`src/rtl/fetch_instr_packer_pkg.sv`:
```
// Shared fetch-stage types: the queue entry layout and the default fetch group width.
// Imported by the packer, its inflight counter and the bench.
package cpu_defs;

    localparam int FETCH_WIDTH = 4;

    typedef struct packed {
        logic [31:0] pc;
        logic [31:0] instr;
        logic        pred_taken;
    } fetch_entry_t;

endpackage

```
`src/rtl/fetch_instr_packer_if.sv`:
```
// Bundle of I-cache response, flush/request and multi-queue push signals around the packer.
// The slave modport is the packer; the master modport is the surrounding fetch stage.
interface fetch_instr_packer_if #(
    parameter int FETCH_WIDTH  = cpu_defs::FETCH_WIDTH,
    parameter int PUSH_CHANNEL = 3
);
    localparam int SW = $clog2(FETCH_WIDTH);
    localparam int NW = $clog2(PUSH_CHANNEL + 1);

    logic                                    flush;
    logic                                    req_fire;
    logic                                    inflight_full;
    logic                                    resp_valid;
    logic                                    resp_ready;
    logic [31:0]                             resp_pc;
    logic [SW-1:0]                           resp_start;
    logic [FETCH_WIDTH*32-1:0]               resp_instr;
    logic [FETCH_WIDTH-1:0]                  resp_taken;
    logic                                    queue_full;
    cpu_defs::fetch_entry_t [PUSH_CHANNEL-1:0] data_push;
    logic [NW-1:0]                           push_num;
    logic                                    stall_push;

    modport master (
        output flush, req_fire, resp_valid, resp_pc, resp_start, resp_instr, resp_taken, queue_full,
        input  inflight_full, resp_ready, data_push, push_num, stall_push
    );

    modport slave (
        input  flush, req_fire, resp_valid, resp_pc, resp_start, resp_instr, resp_taken, queue_full,
        output inflight_full, resp_ready, data_push, push_num, stall_push
    );

endinterface

```
`src/rtl/fetch_instr_packer_inflight_ctr.sv`:
```
// Outstanding I-cache request counter plus stale-response drop counter loaded on flush.
// Latency: counters update at the next edge; dropping/inflight_full are registered-state decodes.
// Backpressure: none; the PC generator must honour inflight_full.
module fetch_inflight_ctr #(
    parameter int MAX_INFLIGHT = 4
) (
    input  logic clk,
    input  logic rst,
    input  logic req_fire,
    input  logic resp_fire,
    input  logic flush,
    output logic dropping,
    output logic inflight_full
);
    localparam int CW = $clog2(MAX_INFLIGHT + 1);

    logic [CW-1:0] outst;
    logic [CW-1:0] drop_cnt;

    always_ff @(posedge clk) begin
        if (rst) begin
            outst    <= '0;
            drop_cnt <= '0;
        end else begin
            outst <= outst + CW'(req_fire) - CW'(resp_fire);
            // Every request still outstanding at flush time is older than the redirect.
            if (flush) begin
                drop_cnt <= outst - CW'(resp_fire);
            end else if (resp_fire && (drop_cnt != '0)) begin
                drop_cnt <= drop_cnt - CW'(1);
            end
        end
    end

    assign dropping      = (drop_cnt != '0);
    assign inflight_full = (outst == CW'(MAX_INFLIGHT));

endmodule

```
`src/rtl/fetch_instr_packer.sv`:
```
// Trims each I-cache fetch group to its live slot range and drains it into the instruction queue.
// Latency: first push one cycle after the response is accepted; FETCH_BRANCH_CUT_EN cuts after a taken branch's delay slot.
// Backpressure: queue_full freezes the buffer; resp_ready drops until the buffered group can finish this cycle.
module fetch_instr_packer
    import cpu_defs::*;
#(
    parameter int FETCH_WIDTH  = cpu_defs::FETCH_WIDTH,
    parameter int PUSH_CHANNEL = 3,
    parameter int MAX_INFLIGHT = 4
) (
    input  logic                 clk,
    input  logic                 rst,
    fetch_instr_packer_if.slave  fp
);
    localparam int SW = $clog2(FETCH_WIDTH);
    localparam int CW = SW + 1;
    localparam int NW = $clog2(PUSH_CHANNEL + 1);

    logic                      buf_valid;
    logic [31:0]               buf_pc;
    logic [FETCH_WIDTH*32-1:0] buf_instr;
    logic [FETCH_WIDTH-1:0]    buf_taken;
    logic [SW-1:0]             lo;
    logic [SW-1:0]             hi;

    logic                      dropping;
    logic                      resp_fire;
    logic                      capture;
    logic [CW-1:0]             avail;
    logic [NW-1:0]             n_beat;
    logic [NW-1:0]             push_cnt;
    logic [SW-1:0]             end_slot;
    logic [SW-1:0]             slot;
    fetch_entry_t [PUSH_CHANNEL-1:0] data_push_c;

    fetch_inflight_ctr #(.MAX_INFLIGHT(MAX_INFLIGHT)) u_inflight (
        .clk          (clk),
        .rst          (rst),
        .req_fire     (fp.req_fire),
        .resp_fire    (resp_fire),
        .flush        (fp.flush),
        .dropping     (dropping),
        .inflight_full(fp.inflight_full)
    );

    assign avail    = {1'b0, hi} - {1'b0, lo} + CW'(1);
    assign n_beat   = (avail > CW'(PUSH_CHANNEL)) ? NW'(PUSH_CHANNEL) : NW'(avail);
    assign push_cnt = (buf_valid && !fp.queue_full && !fp.flush) ? n_beat : '0;

    // Accept a new group only if the current one finishes draining this very cycle.
    assign fp.resp_ready = dropping || !buf_valid || (!fp.queue_full && (avail <= CW'(PUSH_CHANNEL)));
    assign resp_fire     = fp.resp_valid && fp.resp_ready;
    assign capture       = resp_fire && !dropping && !fp.flush;

`ifdef FETCH_BRANCH_CUT_EN
    logic found;
    always_comb begin
        end_slot = SW'(FETCH_WIDTH - 1);
        found    = 1'b0;
        for (int k = 0; k < FETCH_WIDTH; k++) begin
            if (!found && (SW'(k) >= fp.resp_start) && fp.resp_taken[k]) begin
                found = 1'b1;
                // A taken branch in the last slot keeps the whole group; its delay slot comes next group.
                if (k < FETCH_WIDTH - 1) end_slot = SW'(k + 1);
            end
        end
    end
`else
    assign end_slot = SW'(FETCH_WIDTH - 1);
`endif

    always_comb begin
        data_push_c = '0;
        slot        = '0;
        for (int i = 0; i < PUSH_CHANNEL; i++) begin
            if (NW'(i) < push_cnt) begin
                slot                      = lo + SW'(i);
                data_push_c[i].pc         = buf_pc + 32'({slot, 2'b00});
                data_push_c[i].instr      = buf_instr[32*slot +: 32];
                data_push_c[i].pred_taken = buf_taken[slot];
            end
        end
    end

    assign fp.data_push  = data_push_c;
    assign fp.push_num   = push_cnt;
    assign fp.stall_push = fp.queue_full;

    always_ff @(posedge clk) begin
        if (rst) begin
            buf_valid <= 1'b0;
            lo        <= '0;
            hi        <= '0;
        end else if (fp.flush) begin
            buf_valid <= 1'b0;
        end else if (capture) begin
            buf_valid <= 1'b1;
            lo        <= fp.resp_start;
            hi        <= end_slot;
        end else if (buf_valid) begin
            lo <= lo + SW'(push_cnt);
            if (({1'b0, lo} + CW'(push_cnt)) > {1'b0, hi}) buf_valid <= 1'b0;
        end
    end

    // Payload only matters while buf_valid is set, so it carries no reset.
    always_ff @(posedge clk) begin
        if (capture) begin
            buf_pc    <= fp.resp_pc;
            buf_instr <= fp.resp_instr;
            buf_taken <= fp.resp_taken;
        end
    end

endmodule
```
`src/flat_wrapper.sv`:
```
// flat-port wrapper written by rule: the top's interface ports become plain ports
module fetch_instr_packer_flat import cpu_defs::*;
#(
    parameter int FETCH_WIDTH  = cpu_defs::FETCH_WIDTH,
    parameter int PUSH_CHANNEL = 3,
    parameter int MAX_INFLIGHT = 4
)
  (clk, rst, fp_flush, fp_req_fire, fp_resp_valid, fp_resp_pc, fp_resp_start, fp_resp_instr, fp_resp_taken, fp_queue_full, fp_inflight_full, fp_resp_ready, fp_data_push, fp_push_num, fp_stall_push);
  fetch_instr_packer_if #(.FETCH_WIDTH(FETCH_WIDTH), .PUSH_CHANNEL(PUSH_CHANNEL)) fp_i ();
  input  logic clk;
  input  logic rst;
  input wire logic [$bits(fp_i.flush)-1:0] fp_flush;
  input wire logic [$bits(fp_i.req_fire)-1:0] fp_req_fire;
  input wire logic [$bits(fp_i.resp_valid)-1:0] fp_resp_valid;
  input wire logic [$bits(fp_i.resp_pc)-1:0] fp_resp_pc;
  input wire logic [$bits(fp_i.resp_start)-1:0] fp_resp_start;
  input wire logic [$bits(fp_i.resp_instr)-1:0] fp_resp_instr;
  input wire logic [$bits(fp_i.resp_taken)-1:0] fp_resp_taken;
  input wire logic [$bits(fp_i.queue_full)-1:0] fp_queue_full;
  output wire logic [$bits(fp_i.inflight_full)-1:0] fp_inflight_full;
  output wire logic [$bits(fp_i.resp_ready)-1:0] fp_resp_ready;
  output wire logic [$bits(fp_i.data_push)-1:0] fp_data_push;
  output wire logic [$bits(fp_i.push_num)-1:0] fp_push_num;
  output wire logic [$bits(fp_i.stall_push)-1:0] fp_stall_push;
  assign fp_i.flush = fp_flush;
  assign fp_i.req_fire = fp_req_fire;
  assign fp_i.resp_valid = fp_resp_valid;
  assign fp_i.resp_pc = fp_resp_pc;
  assign fp_i.resp_start = fp_resp_start;
  assign fp_i.resp_instr = fp_resp_instr;
  assign fp_i.resp_taken = fp_resp_taken;
  assign fp_i.queue_full = fp_queue_full;
  assign fp_inflight_full = fp_i.inflight_full;
  assign fp_resp_ready = fp_i.resp_ready;
  assign fp_data_push = fp_i.data_push;
  assign fp_push_num = fp_i.push_num;
  assign fp_stall_push = fp_i.stall_push;
  fetch_instr_packer #(.FETCH_WIDTH(FETCH_WIDTH), .PUSH_CHANNEL(PUSH_CHANNEL), .MAX_INFLIGHT(MAX_INFLIGHT)) u_core (.clk(clk), .rst(rst), .fp(fp_i));
endmodule
```
`config.mk`:
```
export PLATFORM = sky130hd
export DESIGN_NAME = fetch_instr_packer_flat
export DESIGN_NICKNAME = d
export VERILOG_FILES = /design/src/rtl/fetch_instr_packer_pkg.sv /design/src/rtl/fetch_instr_packer_if.sv /design/src/rtl/fetch_instr_packer_inflight_ctr.sv /design/src/rtl/fetch_instr_packer.sv /design/src/flat_wrapper.sv
export SDC_FILE = /design/constraint.sdc
export NUM_CORES = 1
export LEC_CHECK = 0
export ABC_CLOCK_PERIOD_IN_PS = 10400
export BUFFER_PORTS_ARGS = -buffer_cell sky130_fd_sc_hd__clkbuf_2
export CAP_MARGIN = 20
export CORE_AREA = 2 2 144 146
export CTS_CLUSTER_DIAMETER = 50
export DETAILED_ROUTE_END_ITERATION = 12
export DIE_AREA = 0 0 146 148
export GPL_TIMING_DRIVEN = 0
export PLACE_DENSITY_LB_ADDON = 0.1
export SYNTH_ARGS = -nofsm -noshare
export SYNTH_HDL_FRONTEND = slang
export SYNTH_SLANG_ARGS = --single-unit
```
`constraint.sdc`:
```
create_clock -name clk -period 10.4 [get_ports clk]
set_input_delay 1.56 -clock clk [delete_from_list [all_inputs] [get_ports clk]]
set_output_delay 1.56 -clock clk [all_outputs]
set_load 0.1 [all_outputs]
```
Yosys cells after proc, flatten, opt, wreduce, memory -nomap -nowiden
Cells that the tools add are included.
{"block": "totals", "in_bits": 172, "output_inout_bits": 200, "wordCells": 72, "reg_bits": 174}
{"block": "classes", "mux": 18, "reduce_logical": 19, "n_shift": 3, "add_sub_neg": 13, "n_bitwise": 1, "n_eq_ne": 1, "n_lt_le_gt_ge": 9}
{"operator": "128-bit by 8-bit indexed part select with 32-bit output", "count": 3}
{"operator": "65-bit two-way mux", "count": 3}
{"operator": "32-bit by 4-bit adder with 32-bit output", "count": 3}
{"operator": "2-bit by 3-bit < comparator with 1-bit output (second input constant)", "count": 3}
{"operator": "2-bit two-way mux", "count": 4}
{"operator": "1-bit logical AND", "count": 7}
{"operator": "1-bit binary-select mux with 2-bit select", "count": 3}
{"operator": "1-bit two-way mux", "count": 6}
{"operator": "3-bit two-way mux", "count": 2}
{"operator": "3-bit by 1-bit subtractor with 3-bit output", "count": 2}
{"operator": "1-bit zero test", "count": 4}
{"operator": "1-bit by 2-bit < comparator with 1-bit output (first input constant)", "count": 2}
{"operator": "2-bit AND reduction", "count": 2}
{"operator": "2-bit nonzero test", "count": 2}
{"operator": "2-bit by 2-bit adder with 3-bit output", "count": 1}
{"operator": "3-bit by 1-bit adder with 3-bit output", "count": 1}
{"operator": "3-bit by 1-bit adder with 3-bit output (second input constant)", "count": 1}
{"operator": "3-bit equality test (second input constant)", "count": 1}
{"operator": "3-bit by 2-bit greater-than comparator with 1-bit output", "count": 1}
{"operator": "3-bit by 2-bit greater-than comparator with 1-bit output (second input constant)", "count": 1}
{"operator": "3-bit by 2-bit <= comparator with 1-bit output (second input constant)", "count": 1}
{"operator": "3-bit nonzero test", "count": 1}
{"operator": "2-bit by 2-bit subtractor with 3-bit output", "count": 1}
{"operator": "3-bit by 1-bit subtractor with 3-bit output (second input constant)", "count": 1}
{"operator": "other kinds (7)", "count": 8}

Longest topological paths before layout
Gate-level depths: netlist (run 1).
{"block": "logic_depth", "ltp_word": 10, "mapped_depth": 17, "depth_no_buf": 15}

Cells and area by module
A second synthesis (run 1) with hierarchy kept.
{"block": "hier_totals", "cells_unflattened": 870, "hier_area_um2": 11074.4}
{"module": "fetch_instr_packer", "cells_each": 832, "area_per_inst_um2": 10676.5, "n_inst": 1, "seq_area_each_um2": 5004.8}
{"module": "fetch_inflight_ctr", "cells_each": 38, "area_per_inst_um2": 397.9, "n_inst": 1, "seq_area_each_um2": 120.1}

Least setup slack after synthesis (run 1)
OpenSTA, ideal clock, no wires.
{"block": "synth_timing", "kind": "input to output", "start": "input port fp_flush", "end": "output port fp_data_push[181]", "arrival_time_ns": 4.664, "path_stages": 6, "required_ns": 8.840, "n_path_buf": 2, "setup_slack_ns": 4.176, "path_cell_list": "clkbuf_1 > nand2b_1 > nor2_1 > clkbuf_1 > nand2_1 > a211oi_1"}
{"block": "synth_between", "elab_chain_cells": 5}
{"item": "start: declaration", "line_no": "flat_wrapper.sv:12", "source": "input wire logic [$bits(fp_i.flush)-1:0] fp_flush;"}
{"item": "1-bit zero test", "line_no": "fetch_instr_packer.sv:48", "source": "assign push_cnt = (buf_valid && !fp.queue_full && !fp.flush) ? n_beat : '0;"}
{"item": "1-bit logical AND", "line_no": "fetch_instr_packer.sv:48"}
{"item": "2-bit two-way mux", "line_no": "fetch_instr_packer.sv:48"}
{"item": "2-bit < comparator", "line_no": "fetch_instr_packer.sv:76", "source": "if (NW'(i) < push_cnt) begin"}
{"item": "65-bit two-way mux", "line_no": "fetch_instr_packer.sv:76"}
{"item": "end: declaration", "line_no": "flat_wrapper.sv:22", "source": "output wire logic [$bits(fp_i.data_push)-1:0] fp_data_push;"}
Every way passes these cells.

Worst setup path after layout (run 1)
{"block": "layout_timing", "start": "register u_core.lo[0]", "end": "output port fp_data_push[126]"}
{"block": "layout_between", "elab_chain_cells": 7, "word_cells_on_any_way": 9, "cone_classes": "add/sub: 4; order compare: 2; mux: 3"}
{"item": "start: declaration", "line_no": "fetch_instr_packer.sv:23", "source": "logic [SW-1:0] lo;"}
{"item": "start signal: assignment", "line_no": "fetch_instr_packer.sv:98", "source": "lo <= fp.resp_start;"}
{"item": "start signal: assignment", "line_no": "fetch_instr_packer.sv:101", "source": "lo <= lo + SW'(push_cnt);"}
{"item": "2-bit by 2-bit subtractor with 3-bit output", "line_no": "fetch_instr_packer.sv:46", "source": "assign avail = {1'b0, hi} - {1'b0, lo} + CW'(1);"}
{"item": "3-bit by 1-bit adder with 3-bit output", "line_no": "fetch_instr_packer.sv:46"}
{"item": "3-bit by 2-bit greater-than comparator with 1-bit output", "line_no": "fetch_instr_packer.sv:47", "source": "assign n_beat = (avail > CW'(PUSH_CHANNEL)) ? NW'(PUSH_CHANNEL) : NW'(avail);"}
{"item": "2-bit two-way mux", "line_no": "fetch_instr_packer.sv:47"}
{"item": "2-bit two-way mux", "line_no": "fetch_instr_packer.sv:48"}
{"item": "1-bit by 2-bit < comparator with 1-bit output", "line_no": "fetch_instr_packer.sv:76"}
{"item": "65-bit two-way mux *", "line_no": "fetch_instr_packer.sv:76"}
Every way passes the cells marked *; elsewhere a longest branch is shown, timed or not.

==> results.tsv, run 1 <==
metric	value	unit
outcome	complete, no violations	
worst_margin_pin_slew	0.979	ns
grt_start_max_net_pins	126	
synth_area_leader_cell	edfxtp_1	
detailroute.via_count	8919	
highest_ir_drop_seen_on_vdd	0.000108	V
max_slew_margin	34.2	%
drv.max_cap_violation_count	0	
cts-resized-gates	0	
wire_per_inst	21.6	um
timing.fmax	148	MHz
timing.critical_path.to_type	output pin	
antenna_left	0	
die_y	148	um
wl_met3	3.26	mm
start_util	54.4	%
postRouteWirelength	33.0	mm
syn_to_layout_area_delta	25.8	%
cts_made_buffers	17	
post_synth_inst_count	856	
ys.flop_type	edfxtp_1	
buffer_ports.inserted	369	
synth_largest_type_area_fraction	45.2	%
worst-endpoint-arrival	5.20	ns
dp_hpwl	25.0	mm
synth_area	10900	um^2
design.portCount	372	
met2_wirelength	16.6	mm
grt_antenna_before_repair	1	
critPathLaunchType	flop	
synth-seq-area-share	47.0	%
max_clock_skew	0.0188	ns
route.layer.met1.wl	12.4	mm
synth-edff-count	164	
grt_setup_unrepaired	false	
timing.critical_path.fanout_max	10	
critical_path_class	reg2out	
tritoncts	built	
initialDrtViolationCount	626	
fin_crit_sh	65.0	%
leak	5.49	nW
hold_buffers	0	
maximum_buffer_depth_of_the_clock_tree	2	
drt_first_pass_iters	5	
clk_latency_worst_skew_pair	0.44	ns
die-width	146	um
number_of_different_library_cells_in_the_post_synthesis_netlist	50	
core_area	20000	um^2
post-cts-setup-buffer-count	0	
timing.hold.worst.class	reg2reg	
drcViolationCount	0	
synth_cell_count_leaders	edfxtp_1 (164), mux4_2 (99), nor2_1 (96), and2_1 (73), xnor2_1 (42)	
cell_pwr_density	136	nW/um^2
grt_pass1_vias	8620	
routabilityCongestion	0.934	
cts.htree.levels	4	
grt_overflow	0	
vias_per_cell	5.83	
maxSlewViolCount	0	
ys_async_sr_fraction	0	%
synth_fp_nets	1050	
maxUsedRoutingLayer	met4	
post_route_cells_drive_above_1_share	42.7	%
synth_warn	0	
clkSlewWorstSetupHoldPaths	0.07	ns
grt_first_pass_wirelength	49.1	mm
row_count	52	
yosys_register_bits	174	
post-synth-top-count-cell	edfxtp_1	
hold_vio_cnt_final	0	
power.total	0.00186	W
grt_util_all_layers	30.3	%
setup_violations	0	
finish.net_count	1440	
clk_root_buffer_cell	clkbuf_16	
fin_tns_setup	0	ns
die-area	21600	um^2
layout_min_cycle_time	6.76	ns
avgSynthCellArea	12.7	um^2
netlist_top_cells_area	edfxtp_1 (45%), mux4_2 (20%), and2_1 (4.2%)	
cp_data_required_time	8.84	ns
numClockSinks	174	
-- report_power, final --
| part | leakage, nW | switching [W] | internal (W) | total [W] |
|---|---|---|---|---|
| registers | 1.59 | 0.0000329 | 0.000830 | 0.000862 |
| clock network | 0.281 | 0.000302 | 0.000319 | 0.000622 |
| logic | 3.62 | 0.000213 | 0.000164 | 0.000377 |
| total | 5.49 | 0.000548 | 0.00131 | 0.00186 |
-- logic make-up (layout without fill, tap and decap cells) --
| group | count (synthesis) | in the layout | share of synthesized area [%] |
|---|---|---|---|
| simple gates | 344 | 344 | 17.1 |
| flops | 174 | 174 | 47.0 |
| mux | 101 | 101 | 20.6 |
| buf+inv | 97 | 500 | 3.79 |
| xor+xnor | 80 | 80 | 6.43 |
| compound gates | 38 | 38 | 2.16 |
| fa+ha+maj | 22 | 22 | 2.87 |
| other cells | 0 | 1 | 0 |
-- worst max-delay path, cell delays in order (launching register included) --
cell      delay [ns]
dfxtp_1         0.50
buf_2           0.35
buf_2           0.39
buf_1           0.60
xor2_1          0.24
inv_1           0.09
fa_1            0.51
nand3b_1        0.35
nor4_2          0.80
nand4_1         0.20
xor2_1          0.18
nor2_1          0.09
clkbuf_2        0.47
-- metal layers --
layer	track usage (%)	vias up
met5	0	-
met4	10.1	0
met3	7.90	54
met2	50.7	520
met1	38.9	4334
li1	-	4011
-- state kept, by name, indices dropped and copies added (netlist names) --
signal and flops:
u_core.lo 2, u_core.buf_valid 1, u_core.hi 1, u_core.u_inflight.drop_cnt 3, u_core.buf_pc 32, u_core.u_inflight.outst 3
u_core.buf_instr 128, u_core.buf_taken 4
-- placed cells by master, fill, tap and decap left out, drive strengths merged, types with 3 or more instances in the layout --
cell | synthesis | layout
inv | 26 | 33
ha | 17 | 17
nor2b | 6 | 6
buf | 34 | 36
nand3b | 3 | 3
xnor2 | 42 | 42
nand2 | 30 | 30
a21oi | 11 | 11
o21ai | 11 | 11
nor3 | 20 | 20
or3 | 7 | 7
and2 | 73 | 73
nand2b | 3 | 3
clkinv | 0 | 7
a21o | 3 | 3
xor2 | 38 | 38
and3 | 40 | 40
edfxtp | 164 | 164
mux4 | 99 | 99
or4 | 3 | 3
nor2 | 96 | 96
clkbuf | 37 | 423
nand4 | 25 | 25
nor4 | 9 | 9
nand3 | 16 | 16
dfxtp | 10 | 10
a211oi | 7 | 7
fa | 5 | 5
and4 | 7 | 7
-- final timing paths --
path                         start                 to  slack [ns]  depth (start not counted)
setup / recovery      u_core.lo[0]  fp_data_push[126]        3.64                         12
hold / removal    u_core.buf_valid   u_core.buf_valid        0.52                          2
setup reg to reg      u_core.lo[0]   u_core.buf_valid        5.22                         16
hold reg to reg   u_core.buf_valid   u_core.buf_valid        0.52                          2
-- cell type report --
type	instances	area, um^2
Buffer	71	315
Clock buffer	17	425
Fill cell	1569	6330
Tap cell	270	338
Sequential cell	174	5120
Inverter	26	105
Antenna cell	1	2.50
Multi-Input combinational cell	585	5360
Clock inverter	15	149
Timing Repair Buffer	371	1890
-- through the flow --
step	hold WS, ns	instance area [um^2]	utilization (%)	cells	setup WS (ns)
after floorplan	0.466	10900	-	856	4.18
after global routing	0.551	13700	68.4	1530	3.27
after detailed placement	0.514	13100	65.5	1496	4.13
after CTS	0.521	13700	68.3	1528	3.63
after global placement	0.481	13100	65.3	1495	2.10
final	0.521	13700	68.4	1530	3.64
No activity file was read; power rests on OpenSTA's default activity.
==> run 2, diff against run 1 <==
- ABC_CLOCK_PERIOD_IN_PS: 10400 -> 6330
- CORE_AREA: 2 2 144 146 -> unset
- CORE_UTILIZATION: unset -> 51
- DIE_AREA: 0 0 146 148 -> unset
- clock period: 10.4 -> 6.33 ns (I/O delays scaled with it)
==> run 2 against run 1 <==
Clock-buffer cell count is the same. Wire length shrank 0.18%. Sequential share of layout area is essentially flat. Utilization shrank 3.0 points. First-iteration DRC count shrank 0.32%. Critical path depth is the same.
==> results.tsv, run 2 (synthesized netlist as in run 1, its figures left out) <==
metric	value	unit
critical_path.reg2reg.startpoint	u_core.lo[0]	
fin_area	13700	um^2
buffer_ports.inserted	369	
highest_ir_drop_seen_on_vdd	0.000159	V
critPathLaunchType	flop	
grt_setup_unrepaired	false	
drv.max_cap_violation_count	0	
grt_util_all_layers	30.4	%
seq_area	5120	um^2
worst-endpoint-arrival	5.05	ns
vias_per_cell	5.80	
outcome	complete, no violations	
detailroute.via_count	8895	
clk_root_buffer_cell	clkbuf_16	
grt_antenna_before_repair	1	
die-area	22000	um^2
die-width	148	um
timing.fmax	167	MHz
worst_margin_pin_slew	0.979	ns
wire_per_inst	21.5	um
die_y	148	um
drt_first_pass_iters	5	
cp_data_required_time	5.38	ns
regMostFlops	u_core.buf_instr	
grt_start_max_net_pins	109	
most_frequent_cells_in_the_layout	clkbuf_2 (370), edfxtp_1 (164), mux4_2 (99)	
postRouteWirelength	33.0	mm
layout.cells.most_common	clkbuf_2	
max_slew_margin	34.2	%
multiInputGateArea	5380	um^2
cts_made_buffers	17	
critical_path.reg2reg.endpoint	u_core.buf_valid	
hold_vio_cnt_final	0	
timing.critical_path.to_type	output pin	
layout_min_cycle_time	6.00	ns
cts.htree.levels	4	
maxSlewViolCount	0	
r2r_slack	1.24	ns
max_ffs_per_register	128	
dp_hpwl	25.0	mm
design.portCount	372	
syn_to_layout_area_delta	25.8	%
clkSlewWorstSetupHoldPaths	0.08	ns
row_count	53	
cell_pwr_density	223	nW/um^2
maximum_buffer_depth_of_the_clock_tree	2	
start_util	52.0	%
timing.hold.worst_path_depth	2	
clk_latency_worst_skew_pair	0.43	ns
tritoncts	built	
min_delay_worst_endpoint	u_core.buf_valid	
grt_pass1_vias	8696	
leak	5.48	nW
finish.net_count	1439	
postLayoutCoreUtil	65.4	%
grt_overflow	0	
numClockSinks	174	
reg2reg_depth	16	
setup_violations	0	
largestRegisters	u_core.buf_instr (128), u_core.buf_pc (32), u_core.buf_taken (4)	
critical_path_class	reg2out	
fin_crit_sh	94.8	%
post_route_cells_drive_above_1_share	42.7	%
timing.critical_path.fanout_max	10	
drcViolationCount	0	
antenna_left	0	
worstHoldStart	u_core.buf_valid	
placed_cells_incl_taps	1501	
detailed_place.area	13100	um^2
initialDrtViolationCount	624	
timing.hold.worst.class	reg2reg	
routabilityCongestion	0.960	
finalNonFillerCells	1534	
hold_buffers	0	
grt_first_pass_wirelength	49.3	mm
core_area	21000	um^2
fillers	1687	
max_clock_skew	0.0108	ns
[run 2: critical path, cell delays in order (launching register included)]
cell      delay (ns)
dfxtp_1         0.48
buf_2           0.34
buf_2           0.38
buf_1           0.61
inv_1           0.17
ha_1            0.23
ha_1            0.18
xor2_1          0.44
a21o_1          0.41
nand2_1         0.17
clkbuf_1        0.31
a21oi_1         0.37
clkbuf_2        0.53
[run 2: cell type report]
class / count / area share [%]
Antenna cell: 1 / 0.0182
Clock inverter: 15 / 1.07
Buffer: 71 / 2.30
Clock buffer: 17 / 3.10
Sequential cell: 174 / 37.4
Timing Repair Buffer: 370 / 13.7
Inverter: 26 / 0.748
Tap cell: 275 / 2.51
Multi-Input combinational cell: 585 / 39.2
[run 2: per-stage QoR]
step	hold slack [ns]	total power [W]	setup WS (ns)	TNS, ns
3_3_place_gp	0.484	0.00206	-1.98	-321.62
6_report	0.498	0.00305	0.326	0
3_5_place_dp	0.488	0.00206	0.632	0
2_1_floorplan	0.466	0.00188	0.309	0
4_1_cts	0.499	0.00307	0.176	0
5_1_grt	0.523	0.00317	0.0364	0
[run 2: metal layers]
metal / part of all wire (%) / GRT usage (%) / wire, um
met5: 0 / 0 / 0
met1: 38 / 37.6 / 12600
met4: 3.5 / 13.6 / 1140
met3: 8.6 / 6.87 / 2820
met2: 50 / 51.0 / 16400
[run 2: worst max-delay path by stage]
stage | start | end | slack (ns) | cells past startpoint
floorplan | u_core.lo[0] | u_core.buf_instr[0] | 0.31 | 10
global placement | u_core.lo[0] | u_core.buf_instr[6] | -1.98 | 10
detailed placement | u_core.lo[0] | fp_data_push[128] | 0.63 | 12
CTS | u_core.lo[0] | fp_data_push[128] | 0.18 | 12
global route | u_core.lo[0] | fp_data_push[79] | 0.04 | 12
finish | u_core.lo[0] | fp_data_push[176] | 0.33 | 12
[run 2: timing repair]
| item | in CTS | in global routing |
|---|---|---|
| gates resized for setup | 0 | 2 |
| setup endpoints to repair | 0 | 6 |
| setup buffers | 0 | 0 |
[run 2: power breakdown]
group | internal, W | switching (W) | total, W | leakage, nW
clock | 0.000524 | 0.000493 | 0.00102 | 0.279
sequential | 0.00136 | 0.0000553 | 0.00142 | 1.59
combinational | 0.000268 | 0.000352 | 0.000620 | 3.62
